[config.mk]
export PLATFORM = sky130hd
export DESIGN_NAME = fp_atan_arb
export DESIGN_NICKNAME = d
export VERILOG_FILES = /design/src/rtl/fp_atan_arb_pkg.sv /design/src/rtl/fp_atan_rsp_fifo.sv /design/src/rtl/fp_atan_arb.sv
export SDC_FILE = /design/constraint.sdc
export NUM_CORES = 1
export LEC_CHECK = 0
export BUFFER_PORTS_ARGS = -buffer_cell sky130_fd_sc_hd__buf_2
export CAP_MARGIN = 20
export CORE_MARGIN = 1.5
export CORE_UTILIZATION = 48
export DETAILED_ROUTE_END_ITERATION = 6
export PLACE_DENSITY = 0.86
export SYNTH_ARGS = -nofsm -noshare
export SYNTH_HDL_FRONTEND = slang
export SYNTH_HIERARCHICAL = 1
export SYNTH_SLANG_ARGS = --single-unit
[constraint.sdc]
create_clock -name clk -period 4.6 [get_ports clk]
set_input_delay 0.92 -clock clk [delete_from_list [all_inputs] [get_ports clk]]
set_output_delay 0.92 -clock clk [all_outputs]
set_load 0.01 [all_outputs]
[src/rtl/fp_atan_arb_pkg.sv]
// Shared types and constants for the atan LUT arbiter.
// Optional grant statistics are enabled with FP_ATAN_ARB_STATS_EN.
package fp_atan_arb_pkg;

  localparam int unsigned DEF_LATENCY = 2;
  localparam int unsigned TAG_ID_W    = 3;

  localparam logic [31:0] ATAN_ONE  = 32'h3F490FDB;
  localparam logic [31:0] ATAN_MONE = 32'hBF490FDB;

  // Owner tag; id is sized for the largest supported NREQ (8).
  typedef struct packed {
    logic                v;
    logic [TAG_ID_W-1:0] id;
  } tag_t;

  function automatic int unsigned id_w(input int unsigned n);
    return (n <= 2) ? 1 : $clog2(n);
  endfunction

endpackage

[src/rtl/fp_atan_rsp_fifo.sv]
// Per-requester 32-bit response FIFO; data output reads zero while empty.
module fp_atan_rsp_fifo #(
  parameter int unsigned DEPTH = 2
) (
  input  logic                         clk,
  input  logic                         rst,
  input  logic                         push,
  input  logic [31:0]                  din,
  input  logic                         pop,
  output logic [31:0]                  dout,
  output logic                         full,
  output logic                         empty,
  output logic [$clog2(DEPTH+1)-1:0]   count
);

  localparam int unsigned AW = (DEPTH > 1) ? $clog2(DEPTH) : 1;
  localparam int unsigned CW = $clog2(DEPTH + 1);

  logic [31:0]   r_mem [DEPTH];
  logic [AW-1:0] r_wr;
  logic [AW-1:0] r_rd;
  logic [CW-1:0] r_count;
  logic          w_do_push;
  logic          w_do_pop;

  assign empty     = (r_count == '0);
  assign full      = (r_count == CW'(DEPTH));
  assign count     = r_count;
  assign dout      = empty ? '0 : r_mem[r_rd];
  assign w_do_pop  = pop & ~empty;
  // A pop frees the slot, so a full FIFO may accept a push in the same cycle.
  assign w_do_push = push & (~full | w_do_pop);

  always_ff @(posedge clk) begin
    if (rst) begin
      r_wr    <= '0;
      r_rd    <= '0;
      r_count <= '0;
    end else begin
      if (w_do_push) begin
        r_mem[r_wr] <= din;
        r_wr        <= (r_wr == AW'(DEPTH - 1)) ? '0 : r_wr + AW'(1);
      end
      if (w_do_pop) begin
        r_rd <= (r_rd == AW'(DEPTH - 1)) ? '0 : r_rd + AW'(1);
      end
      r_count <= r_count + CW'(w_do_push) - CW'(w_do_pop);
    end
  end

endmodule

[src/rtl/fp_atan_arb.sv]
// Credit-gated round-robin sharing of one atan LUT among NREQ requesters.
// Define FP_ATAN_ARB_STATS_EN to add per-requester grant counters.
module fp_atan_arb
  import fp_atan_arb_pkg::*;
#(
  parameter int unsigned NREQ      = 4,
  parameter int unsigned LATENCY   = DEF_LATENCY,
  parameter int unsigned RSP_DEPTH = 2
) (
  input  logic                   clk,
  input  logic                   rst,
  input  logic [NREQ-1:0]        req_vld,
  input  logic [NREQ*32-1:0]     req_data,
  output logic [NREQ-1:0]        req_rdy,
  output logic [NREQ-1:0]        rsp_vld,
  output logic [NREQ*32-1:0]     rsp_data,
  input  logic [NREQ-1:0]        rsp_rdy,
  output logic                   atan_do,
  output logic [31:0]            atan_ain,
  output logic                   atan_en,
  input  logic [31:0]            atan_out,
  input  logic                   atan_vld,
  output logic                   busy,
  output logic                   err
`ifdef FP_ATAN_ARB_STATS_EN
  ,
  input  logic [id_w(NREQ)-1:0]  stat_sel,
  output logic [31:0]            stat_cnt
`endif
);

  localparam int unsigned ID_W = id_w(NREQ);
  localparam int unsigned CW   = $clog2(RSP_DEPTH + 1);
  localparam int unsigned BW   = $clog2(LATENCY + 2);

  logic [ID_W-1:0] r_ptr;
  logic [CW-1:0]   r_credit [NREQ];
  logic            r_do;
  logic [31:0]     r_ain;
  tag_t            r_iss_tag;
  tag_t            r_tag [LATENCY];
  logic [BW-1:0]   r_blank;
  logic            r_err;

  logic [NREQ-1:0] w_elig;
  logic [NREQ-1:0] w_gnt;
  logic [NREQ-1:0] w_pop;
  logic [NREQ-1:0] w_push;
  logic [NREQ-1:0] w_full;
  logic [NREQ-1:0] w_empty;
  logic [CW-1:0]   w_count [NREQ];
  logic [ID_W-1:0] w_win;
  logic            w_any;
  logic            w_ovf;
  logic            w_mis;
  logic            w_busy;
  tag_t            w_head;

  assign w_head   = r_tag[LATENCY-1];
  assign req_rdy  = w_gnt;
  assign rsp_vld  = ~w_empty;
  assign w_pop    = rsp_vld & rsp_rdy;
  assign atan_do  = r_do;
  assign atan_ain = r_ain;
  assign atan_en  = 1'b1;
  assign err      = r_err;
  assign busy     = w_busy;
  // Results outside the post-reset blanking window must match the owner pipe.
  assign w_mis    = (r_blank == '0) && (atan_vld ^ w_head.v);

  always_comb begin
    w_any = 1'b0;
    w_win = r_ptr;
    w_gnt = '0;
    for (int i = 0; i < NREQ; i++) begin
      w_elig[i] = req_vld[i] && (r_credit[i] != '0) && !rst;
    end
    for (int k = 1; k <= NREQ; k++) begin
      if (!w_any && w_elig[(int'(r_ptr) + k) % NREQ]) begin
        w_any = 1'b1;
        w_win = ID_W'((int'(r_ptr) + k) % NREQ);
      end
    end
    w_gnt[w_win] = w_any;
  end

  always_comb begin
    w_push = '0;
    w_ovf  = 1'b0;
    w_busy = r_iss_tag.v;
    for (int i = 0; i < NREQ; i++) begin
      if (atan_vld && w_head.v && (w_head.id == TAG_ID_W'(i))) begin
        w_push[i] = !w_full[i] || w_pop[i];
        w_ovf     = w_full[i] && !w_pop[i];
      end
      w_busy = w_busy | (w_count[i] != '0);
    end
    for (int k = 0; k < LATENCY; k++) begin
      w_busy = w_busy | r_tag[k].v;
    end
  end

  always_ff @(posedge clk) begin
    if (rst) begin
      r_ptr     <= ID_W'(NREQ - 1);
      r_do      <= 1'b0;
      r_ain     <= '0;
      r_iss_tag <= '0;
      r_blank   <= BW'(LATENCY + 1);
      r_err     <= 1'b0;
      for (int i = 0; i < NREQ; i++) begin
        r_credit[i] <= CW'(RSP_DEPTH);
      end
      for (int k = 0; k < LATENCY; k++) begin
        r_tag[k] <= '0;
      end
    end else begin
      r_do      <= w_any;
      r_iss_tag <= '{v: w_any, id: TAG_ID_W'(w_win)};
      if (w_any) begin
        r_ptr <= w_win;
        r_ain <= req_data[32*w_win +: 32];
      end
      r_tag[0] <= r_iss_tag;
      for (int k = 1; k < LATENCY; k++) begin
        r_tag[k] <= r_tag[k-1];
      end
      for (int i = 0; i < NREQ; i++) begin
        r_credit[i] <= r_credit[i] - CW'(w_gnt[i]) + CW'(w_pop[i]);
      end
      if (r_blank != '0) begin
        r_blank <= r_blank - BW'(1);
      end
      if (w_mis || w_ovf) begin
        r_err <= 1'b1;
      end
    end
  end

  for (genvar gi = 0; gi < NREQ; gi++) begin : g_fifo
    fp_atan_rsp_fifo #(
      .DEPTH(RSP_DEPTH)
    ) u_fifo (
      .clk  (clk),
      .rst  (rst),
      .push (w_push[gi]),
      .din  (atan_out),
      .pop  (w_pop[gi]),
      .dout (rsp_data[32*gi +: 32]),
      .full (w_full[gi]),
      .empty(w_empty[gi]),
      .count(w_count[gi])
    );
  end

`ifdef FP_ATAN_ARB_STATS_EN
  logic [31:0] r_cnt [NREQ];

  always_ff @(posedge clk) begin
    if (rst) begin
      stat_cnt <= '0;
      for (int i = 0; i < NREQ; i++) begin
        r_cnt[i] <= '0;
      end
    end else begin
      for (int i = 0; i < NREQ; i++) begin
        if (w_gnt[i]) begin
          r_cnt[i] <= r_cnt[i] + 32'd1;
        end
      end
      stat_cnt <= (int'(stat_sel) < NREQ) ? r_cnt[stat_sel] : '0;
    end
  end
`endif

endmodule

==> Yosys cells after proc, flatten, opt, wreduce, memory -nomap -nowiden <==
Memories as Yosys holds them, arrays and structs flattened. A register that Yosys moved wholly into a read port is not among the register bits.
Cells that the tools add are included.
{ "word_totals": {"mem_bits_rw": 272, "word_cells": 225, "n_memories": 6, "reg_bits": 57} }
{ "classes": {"mux": 67, "n_addsub": 29, "shifts": 1, "n_eq_ne": 7, "n_reduce_logical": 54, "n_lt_le_gt_ge": 6, "bitwise_logic": 36} }
{ "mem_list": {"columns": ["memory", "depth", "width", "rd", "rd_ports_with_merged_regs", "write_ports", "line_no", "rtl"], "rows": [
  ["g_fifo[0].u_fifo.r_mem", 2, 32, 1, 1, 1, "fp_atan_rsp_fifo.sv:19", "logic [31:0] r_mem [DEPTH];"],
  ["g_fifo[1].u_fifo.r_mem", 2, 32, 1, 1, 1, "fp_atan_rsp_fifo.sv:19", null],
  ["g_fifo[2].u_fifo.r_mem", 2, 32, 1, 1, 1, "fp_atan_rsp_fifo.sv:19", null],
  ["g_fifo[3].u_fifo.r_mem", 2, 32, 1, 1, 1, "fp_atan_rsp_fifo.sv:19", null],
  ["r_credit", 4, 2, 4, 0, 4, "fp_atan_arb.sv:37", "logic [CW-1:0] r_credit [NREQ];"],
  ["r_tag", 2, 4, 2, 0, 2, "fp_atan_arb.sv:41", "tag_t r_tag [LATENCY];"]
]} }
{ "ops": {"columns": ["cell", "count"], "rows": [
  ["32-bit 2-to-1 mux", 4],
  ["128-bit by 8-bit indexed part select with 32-bit output", 1],
  ["1-bit 2-to-1 mux", 48],
  ["1-bit logical AND", 22],
  ["2-bit nonzero test", 9],
  ["2-bit by 1-bit adder with 2-bit output", 8],
  ["2-bit 2-to-1 mux", 8],
  ["1-bit bitwise OR", 16],
  ["2-bit by 1-bit subtractor with 2-bit output", 8],
  ["2-bit by 3-bit < comparator with 1-bit output, second input constant", 5],
  ["1-bit logical NOT", 12],
  ["2-bit logical NOT", 5],
  ["1-bit adder, second input constant", 8],
  ["1-bit bitwise AND", 8],
  ["4-bit bitwise AND", 2],
  ["1-bit binary-select mux with 2-bit select", 4],
  ["2-bit == test, second input constant", 4],
  ["4-bit 2-to-1 mux", 2],
  ["1-bit inverter", 8],
  ["3-bit by 2-bit == test with 1-bit output, second input constant", 2],
  ["1-bit logical OR", 5],
  ["2-bit by 1-bit adder with 2-bit output, second input constant", 2],
  ["2-bit adder, second input constant", 2],
  ["4-bit inverter", 1],
  ["other kinds (6)", 6]
]} }

==> Logic depth before layout (Yosys ltp) <==
Gate-level depths: netlist of run 1.
An unclocked memory read counts as a cell.
{ "logic_depth": {"word_depth": 24, "ltp_mapped": 13} }

==> Modules after synthesis <==
The synthesis of run 1 kept the hierarchy.
{ "by_module_without_submodules": {"columns": ["module", "n_inst", "area_each_um2", "seq_area_each_um2", "cells_each"], "rows": [
  ["fp_atan_rsp_fifo at g_fifo[1].u_fifo ...", 3, 2657.5, 2021.9, 165],
  ["fp_atan_arb", 1, 3230.6, 1081.0, 343],
  ["fp_atan_rsp_fifo at g_fifo[0].u_fifo", 1, 2667.6, 2021.9, 165]
]} }

==> Worst setup path before layout of run 1 <==
No wires, ideal clock.
{ "synth_timing": {"path_kind": "input -> register", "from": "input rsp_rdy[2]", "to": "memory g_fifo[2].u_fifo.r_mem[1][0] (enable)", "setup_ns": 0.468, "path_buffers": 0, "setup_slack_ns": -0.320, "required_ns": 4.132, "arrival_time_ns": 4.452, "stages": 5, "cell_sequence": "nor2b_1 nor2b_1 nor4bb_1 o21ai_1 nor3b_1"} }
{ "synth_between": {"elab_chain_cells": 7, "word_cells_on_any_way": 9, "classes_between": "mux: 4; bitwise: 4; reduce/logical: 1"} }
{ "synth_rtl": {"columns": ["element", "line_no", "rtl"], "rows": [
  ["start: declaration", "fp_atan_arb.sv:17", "input logic [NREQ-1:0] rsp_rdy,"],
  ["4-bit bitwise AND", "fp_atan_arb.sv:62", "assign w_pop = rsp_vld & rsp_rdy;"],
  ["1-bit logical OR", "fp_atan_arb.sv:93", "w_push[i] = !w_full[i] || w_pop[i];"],
  ["1-bit 2-to-1 mux", "fp_atan_arb.sv:92", "if (atan_vld && w_head.v && (w_head.id == TAG_ID_W'(i))) begin"],
  ["named net w_push[2]", "fp_atan_arb.sv:48", "logic [NREQ-1:0] w_push;"],
  ["1-bit bitwise AND", "fp_atan_rsp_fifo.sv:32", "assign w_do_push = push & (~full | w_do_pop);"],
  ["1-bit 2-to-1 mux", "fp_atan_rsp_fifo.sv:40", "if (w_do_push) begin"],
  ["1-bit 2-to-1 mux", "fp_atan_rsp_fifo.sv:35", "if (rst) begin"],
  ["1-bit 2-to-1 mux (implied by the code)", "fp_atan_rsp_fifo.sv:41", "r_mem[r_wr] <= din;"],
  ["end: declaration", "fp_atan_rsp_fifo.sv:19", null]
]} }
The timed path passes the listed nets, and every way through them passes these cells.

==> Worst setup path in the final report of run 1 <==
{ "layout_timing": {"from": "input rst", "to": "output req_rdy[2]"} }
{ "layout_between": {"elab_chain_cells": 19, "word_cells_on_any_way": 33, "classes_between": "order compare: 2; mux: 18; bitwise: 1; reduce/logical: 12"} }
{ "layout_rtl": {"columns": ["element", "line_no", "rtl"], "rows": [
  ["start: declaration", "fp_atan_arb.sv:11", "input logic rst,"],
  ["1-bit logical NOT *", "fp_atan_arb.sv:76", "w_elig[i] = req_vld[i] && (r_credit[i] != '0) && !rst;"],
  ["1-bit logical AND", "fp_atan_arb.sv:76", null],
  ["1-bit binary-select mux with 2-bit select", "fp_atan_arb.sv:79", "if (!w_any && w_elig[(int'(r_ptr) + k) % NREQ]) begin"],
  ["1-bit 2-to-1 mux (implied by the code)", "fp_atan_arb.sv:79", null],
  ["1-bit 2-to-1 mux", "fp_atan_arb.sv:79", null],
  ["1-bit logical NOT", "fp_atan_arb.sv:79", null],
  ["1-bit logical AND", "fp_atan_arb.sv:79", null],
  ["1-bit 2-to-1 mux", "fp_atan_arb.sv:79", null],
  ["[3 not listed]", null, null],
  ["1-bit logical NOT", "fp_atan_arb.sv:79", null],
  ["1-bit logical AND", "fp_atan_arb.sv:79", null],
  ["2-bit 2-to-1 mux", "fp_atan_arb.sv:79", null],
  ["2-bit by 3-bit < comparator with 1-bit output (implied by the code) / 2-bit by 1-bit >= comparator with 1-bit output (equally long branches)", "fp_atan_arb.sv:84", "w_gnt[w_win] = w_any;"],
  ["1-bit logical AND (implied by the code)", "fp_atan_arb.sv:84", null],
  ["1-bit 2-to-1 mux (implied by the code)", "fp_atan_arb.sv:84", null],
  ["1-bit demux with 2-bit select", "fp_atan_arb.sv:84", null],
  ["4-bit bitwise AND (no line) *", null, null],
  ["end: declaration", "fp_atan_arb.sv:14", "output logic [NREQ-1:0] req_rdy,"]
]} }
Every way passes the cells marked *; elsewhere a longest branch is shown, timed or not. The select of a mux whose other input is x is not followed.

==> results of run 1 <==
==> placed cells by master, fill, tap and decap left out, types with 12 or more instances in the layout <==
master	instances
edfxtp_1	256
a21oi_1	23
o22ai_1	16
mux2i_1	175
inv_1	23
buf_4	19
ha_1	14
a211oi_1	33
nand2_1	16
dfxtp_1	70
clkbuf_16	36
buf_2	341
a31o_2	12
nor2_1	151
a21boi_0	17
o21ai_0	12
nor2b_1	25
==> per-stage QoR <==
stage / util [%] / std cells
2_1_floorplan: - / 1003
6_report: 60.0 / 1754
5_1_grt: 60.0 / 1754
3_5_place_dp: 55.8 / 1690
4_1_cts: 59.9 / 1751
3_3_place_gp: 55.8 / 1690
==> logic make-up after synthesis <==
| family | count (synthesis) | share of synthesized area, % |
|---|---|---|
| muxes | 184 | 13.4 |
| xor gates and xnor gates | 13 | 0.821 |
| other | 1 | 0.0270 |
| AOI/OAI and AO/OA | 132 | 6.68 |
| DFF | 330 | 66.1 |
| adders and majority gates | 14 | 1.26 |
| and+or+nand+nor | 248 | 8.44 |
| buffers and inverters | 81 | 3.30 |
==> path summary, 6_finish.rpt <==
check,startpoint,end,slack (ns),cells after the start
hold reg to reg,r_tag[0][0],r_tag[0][4],0.44,1
setup reg to reg,g_fifo[2].u_fifo/count[0],g_fifo[2].u_fifo/r_mem[1][6],1.24,7
hold / removal,r_tag[0][0],r_tag[0][4],0.44,1
setup / recovery,rst,req_rdy[2],0.56,8
==> power groups by stage <==
stage | logic (mW) | registers [mW] | clock network (mW)
after floorplan | 0.560 | 3.54 | 0
after global placement | 0.913 | 3.50 | 0
after detailed placement | 0.943 | 3.50 | 0
after CTS | 0.946 | 3.44 | 2.85
after global routing | 1.02 | 3.46 | 2.95
final | 0.946 | 3.44 | 2.80
==> metal layers <==
| metal | global-route usage (%) | part of all wire, % |
|---|---|---|
| met1 | 25.3 | 37 |
| met2 | 39.7 | 50 |
| met3 | 4.40 | 7.4 |
| met4 | 11.8 | 5.0 |
| met5 | 0 | 0.10 |
==> state kept, by name, summed over array words and instances, names as in the netlist, named ones only <==
register	count
r_tag	6
r_ptr	2
g_fifo.u_fifo/r_rd	4
r_blank	2
err	1
g_fifo.u_fifo/r_mem	256
g_fifo.u_fifo/r_wr	4
g_fifo.u_fifo/count	8
r_iss_tag	3
atan_ain	32
r_credit	8
==> area by class of cell <==
type | count | area (um2)
antenna | 1 | 2.50
clock inverter | 19 | 216
tap | 384 | 480
sequential | 330 | 9170
timing repair buffer | 362 | 1890
clock buffer | 42 | 933
inverter | 24 | 90.1
multi-input combinational | 592 | 4350
fill | 2190 | 11400
==> impl_metrics.toml, run 1 <==
[setup_path]
cp.arrival_ns = 3.12
start_kind = "input port"
critical_path_class = "in -> out"
max_stage_delay_ns = 0.80
crit_fanout = 40
worstPathRequired_ns = 3.68
end_kind = "primary output"
crit_family = "simple AND/OR/NAND/NOR gates"
crit_top_cell = "buf_2"
slowest_stage = "and2_2"
crit_chain = "buf_2 -> nand2b_2 -> o21ai_0 -> a22o_1 -> buf_4 -> and2_2 -> and3_1 -> buf_2"
crit_buf_inv = 3

[global_route]
grt_max_degree = 48
antenna_found_initial = 3
grt_pass1_vias = 9528
grt_usage_pct = 22.3
gr-total-overflow = 0
grt_pass1_wl_um = 51400

[power_and_ir_drop]
power_switching_mw = 1.74
ir_drop_v = 0.000280
clockPowerShare_pct = 38.9
p_total_mw = 7.18
p_seq_share_pct = 47.9
comb_power_share_pct = 13.2
powerDensity_nw_per_um2 = 419
p_int_mw = 5.45
p_leak_nw = 6.76
swShare_pct = 24.2

[sta]
hold_viol_final = 0
max_slew.worst_pin.slew_ns = 1.14
layout_setup_ws_ns = 0.560
fin_crit_sh_pct = 87.8
period_needed_ns = 4.04
fmax_mhz = 248
relSlewSlack_pct = 24.2
setup_tns_ns = 0
final_max_slew_viol_count = 0
fin_skew_ns = 0.0160
fin_hold_ws_ns = 0.441
rsz0062_at_grt = "false"
setup_viol = 0

[yosys]
synth_async_sr_flop_share_pct = 0
netlist.area_leader.share_pct = 55.4
syn_nets = 1188
netlist_instances = 1003
postSynthAreaPerCell_um2 = 13.8
ys.flop_type = "edfxtp_1"
yosysTopAreaCell = "edfxtp_1"
synth_common_cells = "edfxtp_1 (256), mux2i_1 (175), nor2_1 (155)"
ys_types = 57
synthesis.area_um2 = 13900
synth-edff-count = 256
synth.area.top_cells = "edfxtp_1 (55%), mux2i_1 (13%), dfxtp_1 (11%)"
yosys_warnings = 6
synth.most_common_cell = "edfxtp_1"
synth-seq-cells = 330
seq_area_frac_synth_pct = 66.1

[route]
firstDrtPassIters = 5
routed_wl_um = 34100
vias_per_cell = 5.40
vias = 9465
drtIter0Drc = 687
wl_per_cell_um = 19.4
drc = 0
ant_nets = 0

[placement]
post_dp_cell_area_um2 = 15900
globalplace.congestion = 0.894
dp_hpwl_um = 23100
place_ws_ns = 0.602
io_buffer_count = 341

[layout]
areaGrowthSynthToFinish_pct = 23.5
nets = 1529
drive_gt1_share_pct = 34.0
stdcell_area_um2 = 17100

[die]
coreArea_um2 = 28500
initial_core_util_pct = 48.6
rows = 62
die_h_um = 173
die_x_um = 173
die-area_um2 = 29900
io-pin-count = 343

[clock_network]
cts_resized = 0
cts_hold_buf = 0
cts_num_sinks = 330
post_cts_buffers = 0
clockBufferDepth = 3
clkSlewWorstSetupHoldPaths_ns = 0.06
clock_latency_ns = 0.51
cts_inserted_buffers = 34
cts_tree = "done"
cts_root_buffer = "clkbuf_16"
cts_max_level = 2

[job]
cap_viol_max_count = 0

[run_status]
status = "completed"

[worst_hold_path]
hp-class = "reg -> reg"
Note: power is estimated with default switching activity, not from simulation.
==> inputs of run 2 (changes only) <==
- RECOVER_POWER: unset -> 100
==> impl_metrics.toml, run 2 (synthesis results as in run 1) <==
[setup_path]
crit_chain = "clkbuf_1 -> mux2i_1 -> nor2_1 -> clkbuf_1"
end_kind = "primary output"
start_kind = "register"
critical_path_class = "reg -> out"
crit_fanout = 19
cp.arrival_ns = 3.21
worstPathRequired_ns = 3.68
crit_top_cell = "clkbuf_1"
slowest_stage = "clkbuf_1"
max_stage_delay_ns = 1.16

[route]
routed_wl_um = 34200
drc = 0
drtIter0Drc = 674
ant_nets = 0
firstDrtPassIters = 5
vias_per_cell = 5.43
wl_per_cell_um = 19.5
vias = 9522

[layout]
stdcell_area_um2 = 16800
finalCoreUtilization_pct = 58.8
drive_gt1_share_pct = 18.6
fin_cells = 1754
final_common_cell = "edfxtp_1"
largest_register_ffs = 256
nets = 1529
largest_register = "g_fifo.u_fifo/r_mem"
final_cell_mix = "edfxtp_1 (256), clkbuf_1 (208), mux2i_1 (175)"
areaGrowthSynthToFinish_pct = 21.1
nFillCells = 2319

[global_route]
grt_max_degree = 48
grt_usage_pct = 22.3
gr-total-overflow = 0
grt_pass1_vias = 9528
grt_pass1_wl_um = 51400
antenna_found_initial = 3

[power_and_ir_drop]
p_leak_nw = 5.96
ir_drop_v = 0.000278
powerDensity_nw_per_um2 = 426

[clock_network]
post_cts_buffers = 0
clock_latency_ns = 0.51
cts_num_sinks = 330
cts_inserted_buffers = 34
cts_hold_buf = 0
clockBufferDepth = 3
clkSlewWorstSetupHoldPaths_ns = 0.06
cts_resized = 0
cts_tree = "done"
cts_max_level = 2
cts_root_buffer = "clkbuf_16"

[run_status]
status = "complete, but fails checks"
failed_checks = "max-capacitance violations, max-slew violations"

[sta]
fin_hold_ws_ns = 0.441
hold_viol_final = 0
setup_tns_ns = 0
setup_viol = 0
fin_skew_ns = 0.0172
final_max_slew_viol_count = 215
period_needed_ns = 4.13
fmax_mhz = 242
fin_crit_sh_pct = 89.7
relSlewSlack_pct = -47.5
max_slew.worst_pin.slew_ns = 2.21
rsz0062_at_grt = "false"

[job]
cap_viol_max_count = 6

[die]
rows = 62
initial_core_util_pct = 48.6
io-pin-count = 343
die_h_um = 173
die_x_um = 173
die-area_um2 = 29900
coreArea_um2 = 28500

[placement]
post_dp_cell_area_um2 = 15900
dp.cells = 1690
globalplace.congestion = 0.894
io_buffer_count = 341
dp_hpwl_um = 23100

[worst_hold_path]
hp-class = "reg -> reg"
run 2: changes by cell type in the layout (fill, tap and decap cells not counted), sizes merged:
cell / delta
buf: -211
clkbuf: +211
run 2: area by class of cell:
class                   instances  area [um2]  share of cell area, %
inverters                      24        90.1                  0.536
flip-flops and latches        330        9170                   54.6
repair buffers                362        1590                   9.47
diodes                          1        2.50                 0.0149
clock inverters                19         216                   1.29
well taps                     384         480                   2.86
multi-input cells             592        4310                   25.7
clock buffers                  42         933                   5.56
run 2: stage by stage:
step	total power, mW	setup slack, ns
2_1_floorplan	4.10	0.141
3_3_place_gp	4.41	0.680
3_5_place_dp	4.45	0.602
4_1_cts	7.23	0.595
5_1_grt	7.40	0.253
6_report	7.15	0.472
run 2: report_power, final:
part,internal (mW),switching (mW)
logic,0.374,0.530
clock network,1.68,1.12
registers,3.36,0.0879
total,5.41,1.74
run 2: path summary, 6_finish.rpt:
check / end / slack, ns / depth (start not counted) / start
max: rsp_data[124] / 0.47 / 4 / register
min: r_tag[0][4] / 0.44 / 1 / r_tag[0][0]
max reg2reg: g_fifo[1].u_fifo/r_mem[1][30] / 0.50 / 8 / g_fifo[1].u_fifo/count[1]
min reg2reg: r_tag[0][4] / 0.44 / 1 / r_tag[0][0]
run 2: critical path: cells and delay by family (launching register included):
kind | cells | cell delay [ns]
simple gates | 1 | 0.24
buf+inv | 2 | 1.34
mux | 1 | 0.18
flops | 1 | 0.93
run 2: routing by layer:
layer | GRT usage (%) | vias to the layer above | routed length [um]
met4 | 11.8 | 4 | 1680
met5 | 0 | - | 35
met1 | 25.3 | 4610 | 12700
li1 | - | 4370 | -
met2 | 39.7 | 461 | 17200
met3 | 4.40 | 77 | 2590
